## config.mk

```make
export PLATFORM = sky130hd
export DESIGN_NAME = fetch_unit
export DESIGN_NICKNAME = d
export VERILOG_FILES = /design/src/rtl/fetch_unit.sv
export SDC_FILE = /design/constraint.sdc
export NUM_CORES = 1
export LEC_CHECK = 0
export CAP_MARGIN = 40
export CORE_MARGIN = 4
export CORE_UTILIZATION = 54
export CTS_BUF_LIST = sky130_fd_sc_hd__clkbuf_4 sky130_fd_sc_hd__clkbuf_8
export DETAILED_ROUTE_END_ITERATION = 10
export MAX_ROUTING_LAYER = met4
export PLACE_DENSITY = 0.88
export RECOVER_POWER = 25
export SYNTH_ARGS = -nofsm -noshare
export SYNTH_HDL_FRONTEND = slang
export SYNTH_SLANG_ARGS = --single-unit
```

## constraint.sdc

```tcl
create_clock -name clk -period 4.9 [get_ports clk]
set_input_delay 0.98 -clock clk [delete_from_list [all_inputs] [get_ports clk]]
set_output_delay 0.98 -clock clk [all_outputs]
set_load 0.03 [all_outputs]
```

## src/rtl/fetch_unit.sv

```systemverilog
// fetch_unit: instruction fetch stage and IF/ID register on an addr_ok/data_ok SRAM-like bus.
// Define FETCH_ALIGN_CHECK_EN to add if_id_adel_o reporting of misaligned fetch addresses.
module fetch_unit #(
    parameter logic [31:0] RESET_PC = 32'hBFC0_0000
) (
    input  logic        clk,
    input  logic        rst,
    input  logic        stall_i,
    input  logic        flush_i,
    input  logic [31:0] flush_pc_i,
    input  logic        redirect_valid_i,
    input  logic [31:0] redirect_pc_i,
    output logic        inst_req_o,
    output logic [31:0] inst_addr_o,
    input  logic        inst_addr_ok_i,
    input  logic [31:0] inst_rdata_i,
    input  logic        inst_data_ok_i,
    output logic        if_id_valid_o,
    output logic [31:0] if_id_pc_o,
    output logic [31:0] if_id_inst_o,
`ifdef FETCH_ALIGN_CHECK_EN
    output logic        if_id_adel_o,
`endif
    output logic        if_busy_o
);
    typedef enum logic [1:0] {S_REQ, S_WAIT, S_HOLD, S_DROP} state_t;

    state_t      state_q, state_d;
    logic [31:0] pc_q, pc_d, pc_n, tgt_q, tgt_d, hold_q, hold_d;
    logic [31:0] if_id_pc_q, if_id_pc_d, if_id_inst_q, if_id_inst_d;
    logic        pend_q, pend_d, req_q, req_d, if_id_valid_q, if_id_valid_d;
    logic        accepted, misalign, deliver, redirect;

`ifdef FETCH_ALIGN_CHECK_EN
    logic adel_q;
    assign misalign     = state_q == S_REQ && pc_q[1:0] != 2'b00;
    assign pc_d         = pc_n;
    assign if_id_adel_o = adel_q;
    always_ff @(posedge clk)
        adel_q <= (rst || flush_i) ? 1'b0 : stall_i ? adel_q : misalign;
`else
    assign misalign = 1'b0;
    assign pc_d     = pc_n & ~32'd3;
`endif

    assign accepted = req_q & inst_addr_ok_i;
    assign deliver  = !flush_i && !stall_i &&
                      ((state_q == S_WAIT && inst_data_ok_i) || state_q == S_HOLD || misalign);
    // A parked misaligned fetch waits for a flush and ignores redirects.
    assign redirect = redirect_valid_i && !misalign;
    assign req_d    = state_d == S_REQ && pc_d[1:0] == 2'b00;

    always_comb begin
        state_d       = state_q;
        pc_n          = pc_q;
        pend_d        = pend_q;
        tgt_d         = tgt_q;
        hold_d        = hold_q;
        if_id_valid_d = if_id_valid_q;
        if_id_pc_d    = if_id_pc_q;
        if_id_inst_d  = if_id_inst_q;
        if (flush_i) begin
            // A request still in flight must have its data swallowed before refetching.
            state_d       = (((state_q == S_WAIT || state_q == S_DROP) && !inst_data_ok_i) ||
                             (state_q == S_REQ && accepted)) ? S_DROP : S_REQ;
            pc_n          = flush_pc_i;
            pend_d        = 1'b0;
            if_id_valid_d = 1'b0;
            if_id_inst_d  = 32'd0;
        end else begin
            case (state_q)
                S_REQ:   state_d = accepted ? S_WAIT : S_REQ;
                S_WAIT:  state_d = !inst_data_ok_i ? S_WAIT : stall_i ? S_HOLD : S_REQ;
                S_HOLD:  state_d = stall_i ? S_HOLD : S_REQ;
                default: state_d = inst_data_ok_i ? S_REQ : S_DROP;
            endcase
            if (state_q == S_WAIT && inst_data_ok_i)
                hold_d = inst_rdata_i;
            // Redirect coinciding with the delay-slot delivery lands on pc directly.
            if (deliver && !misalign) begin
                pc_n   = redirect ? redirect_pc_i : pend_q ? tgt_q : pc_q + 32'd4;
                pend_d = 1'b0;
            end else if (redirect) begin
                pend_d = 1'b1;
                tgt_d  = redirect_pc_i;
            end
            if (!stall_i) begin
                if_id_valid_d = deliver;
                if_id_pc_d    = deliver ? pc_q : if_id_pc_q;
                if_id_inst_d  = (!deliver || misalign) ? 32'd0 :
                                state_q == S_HOLD ? hold_q : inst_rdata_i;
            end
        end
    end

    always_ff @(posedge clk) begin
        if (rst) begin
            state_q       <= S_REQ;
            pc_q          <= RESET_PC;
            pend_q        <= 1'b0;
            tgt_q         <= 32'd0;
            hold_q        <= 32'd0;
            req_q         <= 1'b0;
            if_id_valid_q <= 1'b0;
            if_id_pc_q    <= 32'd0;
            if_id_inst_q  <= 32'd0;
        end else begin
            state_q       <= state_d;
            pc_q          <= pc_d;
            pend_q        <= pend_d;
            tgt_q         <= tgt_d;
            hold_q        <= hold_d;
            req_q         <= req_d;
            if_id_valid_q <= if_id_valid_d;
            if_id_pc_q    <= if_id_pc_d;
            if_id_inst_q  <= if_id_inst_d;
        end
    end

    assign inst_req_o    = req_q;
    assign inst_addr_o   = pc_q;
    assign if_id_valid_o = if_id_valid_q;
    assign if_id_pc_o    = if_id_pc_q;
    assign if_id_inst_o  = if_id_inst_q;
    assign if_busy_o     = !stall_i && !deliver;
endmodule

```

-- Yosys cells after proc, flatten, opt, wreduce, memory -nomap -nowiden
Index checks and enable logic that the tools add are counted.
- register bits after elaboration: 165
- output and inout port bits: 99
- logic and storage cells: 52
- add/subtract/negate cells: 1
- eq/ne operators: 3
- mux-type cells: 13
- bitwise operators: 4
- reduce and logical (&&, ||, !) cells: 21
- operator list (operator ; count):
    $mux 32 ; 6
    $add 32x3->32 const B ; 1
    $mux 2 ; 5
    $logic_and 1x1->1 ; 6
    $pmux 2 s3 ; 1
    $reduce_and 3->1 ; 2
    $eq 2x2->1 const B ; 2
    $logic_not 1->1 ; 4
    $logic_not 2->1 ; 2
    $logic_or 1x1->1 ; 3
    $not 1->1 ; 3
    $reduce_or 3->1 ; 1
    $eq 2x1->1 const B ; 1
    $reduce_and 2->1 ; 1
    $reduce_bool 2->1 ; 1
    $reduce_or 2->1 ; 1
    $and 1x1->1 ; 1
    $mux 1 ; 1

-- Longest topological paths before layout
- depth after elaboration: 7
- mapped depth: 7

-- Worst setup path after synthesis
No wires, ideal clock.
- kind: input -> output
- start point: in inst_data_ok_i
- end point: out if_busy_o
- arrival time: 2.026 ns
- slack: 1.894 ns
- cell stages on the path: 4
- buffers on the path: 1
- cell sequence: nand3b_1 a211oi_2 clkbuf_1 nor2_1
- cells in the longest elaborated chain, start to end: 5
- ends and longest elaborated chain (what ; RTL line ; RTL):
    from (decl) ; 17 ; input logic inst_data_ok_i,
    $logic_and 1x1->1 ; 48 ; ((state_q == S_WAIT && inst_data_ok_i) || state_q == S_HOLD || misalign);
    $logic_or 1x1->1 ; 48 ;
    $logic_and 1x1->1 ; 47 ; assign deliver = !flush_i && !stall_i &&
    $logic_not 1->1 ; 125 ; assign if_busy_o = !stall_i && !deliver;
    $logic_and 1x1->1 ; 125 ;
    to (decl) ; 24 ; output logic if_busy_o
Every way passes these cells.

-- Final worst setup path
- start point: in flush_i
- end point: reg hold_q[2]
- cells in the longest elaborated chain, start to end: 2
- ends and longest elaborated chain (what ; RTL line ; RTL):
    from (decl) ; 9 ; input logic flush_i,
    $not 1->1 (no line) ; - ;
    $reduce_and 2->1 (no line) ; - ;
    to (signal assigned) ; 112 ; hold_q <= hold_d;
    to (decl) ; 29 ; logic [31:0] pc_q, pc_d, pc_n, tgt_q, tgt_d, hold_q, hold_d;
Every way passes these cells.
A chain may end at the register's enable or synchronous reset.

==> results.json <==
{
  "drv_slew": 115,
  "fin_util_pct": 73.5,
  "viasPerCell": 6.03,
  "wl_per_cell_um": 18.2,
  "setup-violations-final": 0,
  "routed_wl_mm": 23.1,
  "clock-root-buffer": "clkbuf_8",
  "p_comb_share_pct": 15.5,
  "ctsLongestPathBuffers": 2,
  "synth_top_flop_cell": "dfxtp_1",
  "grt_pass1_wl_mm": 37.1,
  "ys_warn_count": 0,
  "die_h_um": 125,
  "vias": 7675,
  "groute.usage.overall_pct": 29.6,
  "hold_viol": 0,
  "violations": "max-capacitance violations, max-slew violations",
  "crit_path_top_delay_cell": "clkbuf_1",
  "io_pins": 202,
  "rsz0062_at_grt": "no",
  "power.switching_uw": 825,
  "clk_latency_ps": 470,
  "clkSinkCount": 159,
  "ctsHtreeMaxLevel": 4,
  "start_util_pct": 55.4,
  "path_cells": "clkbuf_1, buf_12, clkinv_1, clkbuf_1, nand2b_1, clkbuf_1, nand2_1, a21oi_1",
  "post-route-min-period_ps": 3850,
  "multi_input_area_um2": 3890,
  "power_mw": 2.89,
  "pwr-share-clk_pct": 36.4,
  "ff_latch_area_um2": 3180,
  "critPathMaxFanout": 38,
  "slew_headroom_pct": -3.85,
  "fillers": 1026,
  "seq_power_share_pct": 48.1,
  "swShare_pct": 28.6,
  "synth_area_um2": 7400,
  "fin_skew_ps": 15.4,
  "drt_pass1_iterations": 5,
  "synth_edf_count": 0,
  "cts_buffers": 17,
  "port_buffers": 193,
  "crit_arrival_ps": 4250,
  "ctsResizeCount": 0,
  "outcome": "finished, violations left",
  "setup_tns_ps": 0,
  "cpMostUsedCell": "clkbuf_1",
  "fin_crit_sh_pct": 78.7,
  "max_stage_delay_ps": 1150,
  "drc": 0,
  "core_area_um2": 13300,
  "worstMarginPinSlew_ps": 1560,
  "ff2ff_setup_slack_ps": 1880,
  "hp-class": "reg -> reg",
  "power_density_nw_per_um2": 294,
  "drive_gt1_share_pct": 8.49,
  "p_int_mw": 2.06,
  "cts_hold_buf": 0,
  "leakage_nw": 3.45,
  "ys_async_sr_fraction_pct": 0,
  "nNetsFinal": 1187,
  "row_count": 42,
  "synth-seq-area-share_pct": 43.0,
  "startpoint_type": "input pin",
  "min-delay-start": "if_id_pc_o[10]",
  "cap_violations": 2,
  "ant_nets": 0,
  "endpoint_kind": "register",
  "place.gp.congestion": 0.949,
  "cts_tree": "yes",
  "clk_pin_slew_ps": 90,
  "regToRegStartpoint": "state_q[0]",
  "grt_pass1_vias": 7249,
  "syn_to_final_growth_pct": 32.5,
  "grt_overflow": 0,
  "path_class": "in -> reg",
  "rr_endpoint": "inst_addr_o[14]",
  "cts_setup_buffers": 0,
  "hold_depth": 2,
  "synth_area_leaders": "dfxtp_1, nand2_1, a21oi_1",
  "fin_cells": 1272,
  "reg2regPathDepth": 7,
  "dp.cells": 1240,
  "synth_cells": 933,
  "drtIter0Drc": 850,
  "grt_max_degree": 82,
  "n_antenna_cell": 0,
  "ys_types": 64,
  "max_freq_mhz": 259,
  "antenna_found_initial": 0,
  "syn_area_per_cell_um2": 7.93,
  "hold_path_end": "if_id_pc_o[10]",
  "die_x_um": 125,
  "ir_worst_vdd_mv": 0.225,
  "post-synth-top-area-fraction_pct": 43.0,
  "yosys.area.top_type": "dfxtp_1",
  "crit_required_ps": 5290,
  "dp_hpwl_mm": 15.5,
  "ys_ff_latch": 159,
  "dieArea_um2": 15600
}
## critical path: cells and delay by family
| kind | cells | cell delay (ps) |
|---|---|---|
| buffers and inverters | 5 | 2610 |
| AO/OA/AOI/OAI | 1 | 220 |
| AND/OR/NAND/NOR | 2 | 410 |
## logic make-up after synthesis
kind of cell	Yosys count	share of synthesized area, %
adder cells (fa/ha/maj)	1	0.169
AND/OR/NAND/NOR	366	21.9
multiplexers	36	5.41
AO/OA/AOI/OAI	263	22.6
flip-flops	159	43.0
buffers and inverters	90	4.90
other	1	0.0507
XOR/XNOR	17	2.01
## area by class of cell
cell class	instances	share of cell area, %
Sequential cell	159	32.5
Inverter	10	0.383
Clock inverter	14	1.81
Tap cell	176	2.25
Clock buffer	18	2.53
Timing Repair Buffer	208	20.9
Multi-Input combinational cell	687	39.6
## stage by stage
stage	area (µm²)	hold WS, ps	worst slack [ps]
4_1_cts	9820	456	1190
2_1_floorplan	7410	431	1890
6_report	9810	455	1050
3_3_place_gp	9340	437	1200
5_1_grt	9810	473	736
3_5_place_dp	9400	444	1150
## state kept, by name, indices dropped and copies added, names as in the netlist
| name | cells |
|---|---|
| hold_q | 32 |
| if_id_inst_o | 32 |
| if_id_pc_o | 30 |
| if_id_valid_o | 1 |
| inst_addr_o | 30 |
| inst_req_o | 1 |
| pend_q | 1 |
| state_q | 2 |
| tgt_q | 30 |
## cells in the mapped netlist, types with 4 or more instances
library cell,number
a21o_1,5
mux2_2,32
buf_1,7
and4_1,5
clkbuf_1,61
a211oi_1,4
nor3_1,12
o311ai_0,4
dfxtp_1,159
o211ai_1,19
o21ai_0,15
a221oi_1,6
xor2_1,8
and3_1,9
nand3_1,12
buf_4,4
inv_1,8
nor2_1,65
a221o_1,4
nand4_1,6
a22oi_1,33
o31a_1,4
a21oi_1,124
a31oi_1,12
xnor2_1,9
nand2b_1,6
nand2_1,225
buf_2,8
o22ai_1,6
mux2i_1,4
a311oi_1,5
o21a_1,4
## power groups by stage
stage               Clock [mW]  Combinational, mW  Sequential (mW)
floorplan                    0              0.210             1.44
global placement             0              0.431             1.42
detailed placement           0              0.442             1.42
CTS                       1.06              0.445             1.39
global route              1.11              0.480             1.40
finish                    1.05              0.447             1.39
## layer usage
layer	GRT usage (%)	vias to the layer above	share of wire, %
li1	-	3569	-
met1	38.5	3591	41
met2	44.7	444	46
met3	7.29	71	10
met4	11.7	0	3.1
met5	-	-	0
## cells in the final DEF, fill, tap and decap left out, types with 11 or more instances in the layout
master           synthesis  final
o211ai_1                19     19
a31oi_1                 12     12
nor2_1                  65     64
nand3_1                 12     12
dlygate4sd3_1            0     26
a22oi_1                 33     33
clkdlybuf4s50_1          0    165
nor3_1                  12     11
clkbuf_8                 0     18
a21oi_1                124    123
o21ai_0                 15     15
mux2_2                  32     32
nand2_1                225    225
dfxtp_1                159    159
## worst max path at each step
| stage | from | endpoint | slack (ps) | cells after the start |
|---|---|---|---|---|
| finish | flush_i | hold_q[2] | 1050 | 8 |
| global route | flush_i | hold_q[20] | 740 | 8 |
| CTS | inst_data_ok_i | if_busy_o | 1190 | 5 |
| detailed placement | inst_data_ok_i | inst_addr_o[21] | 1150 | 7 |
| global placement | inst_data_ok_i | if_busy_o | 1200 | 5 |
| floorplan | inst_data_ok_i | if_busy_o | 1890 | 4 |
Note: power is estimated with default switching activity, not from simulation.
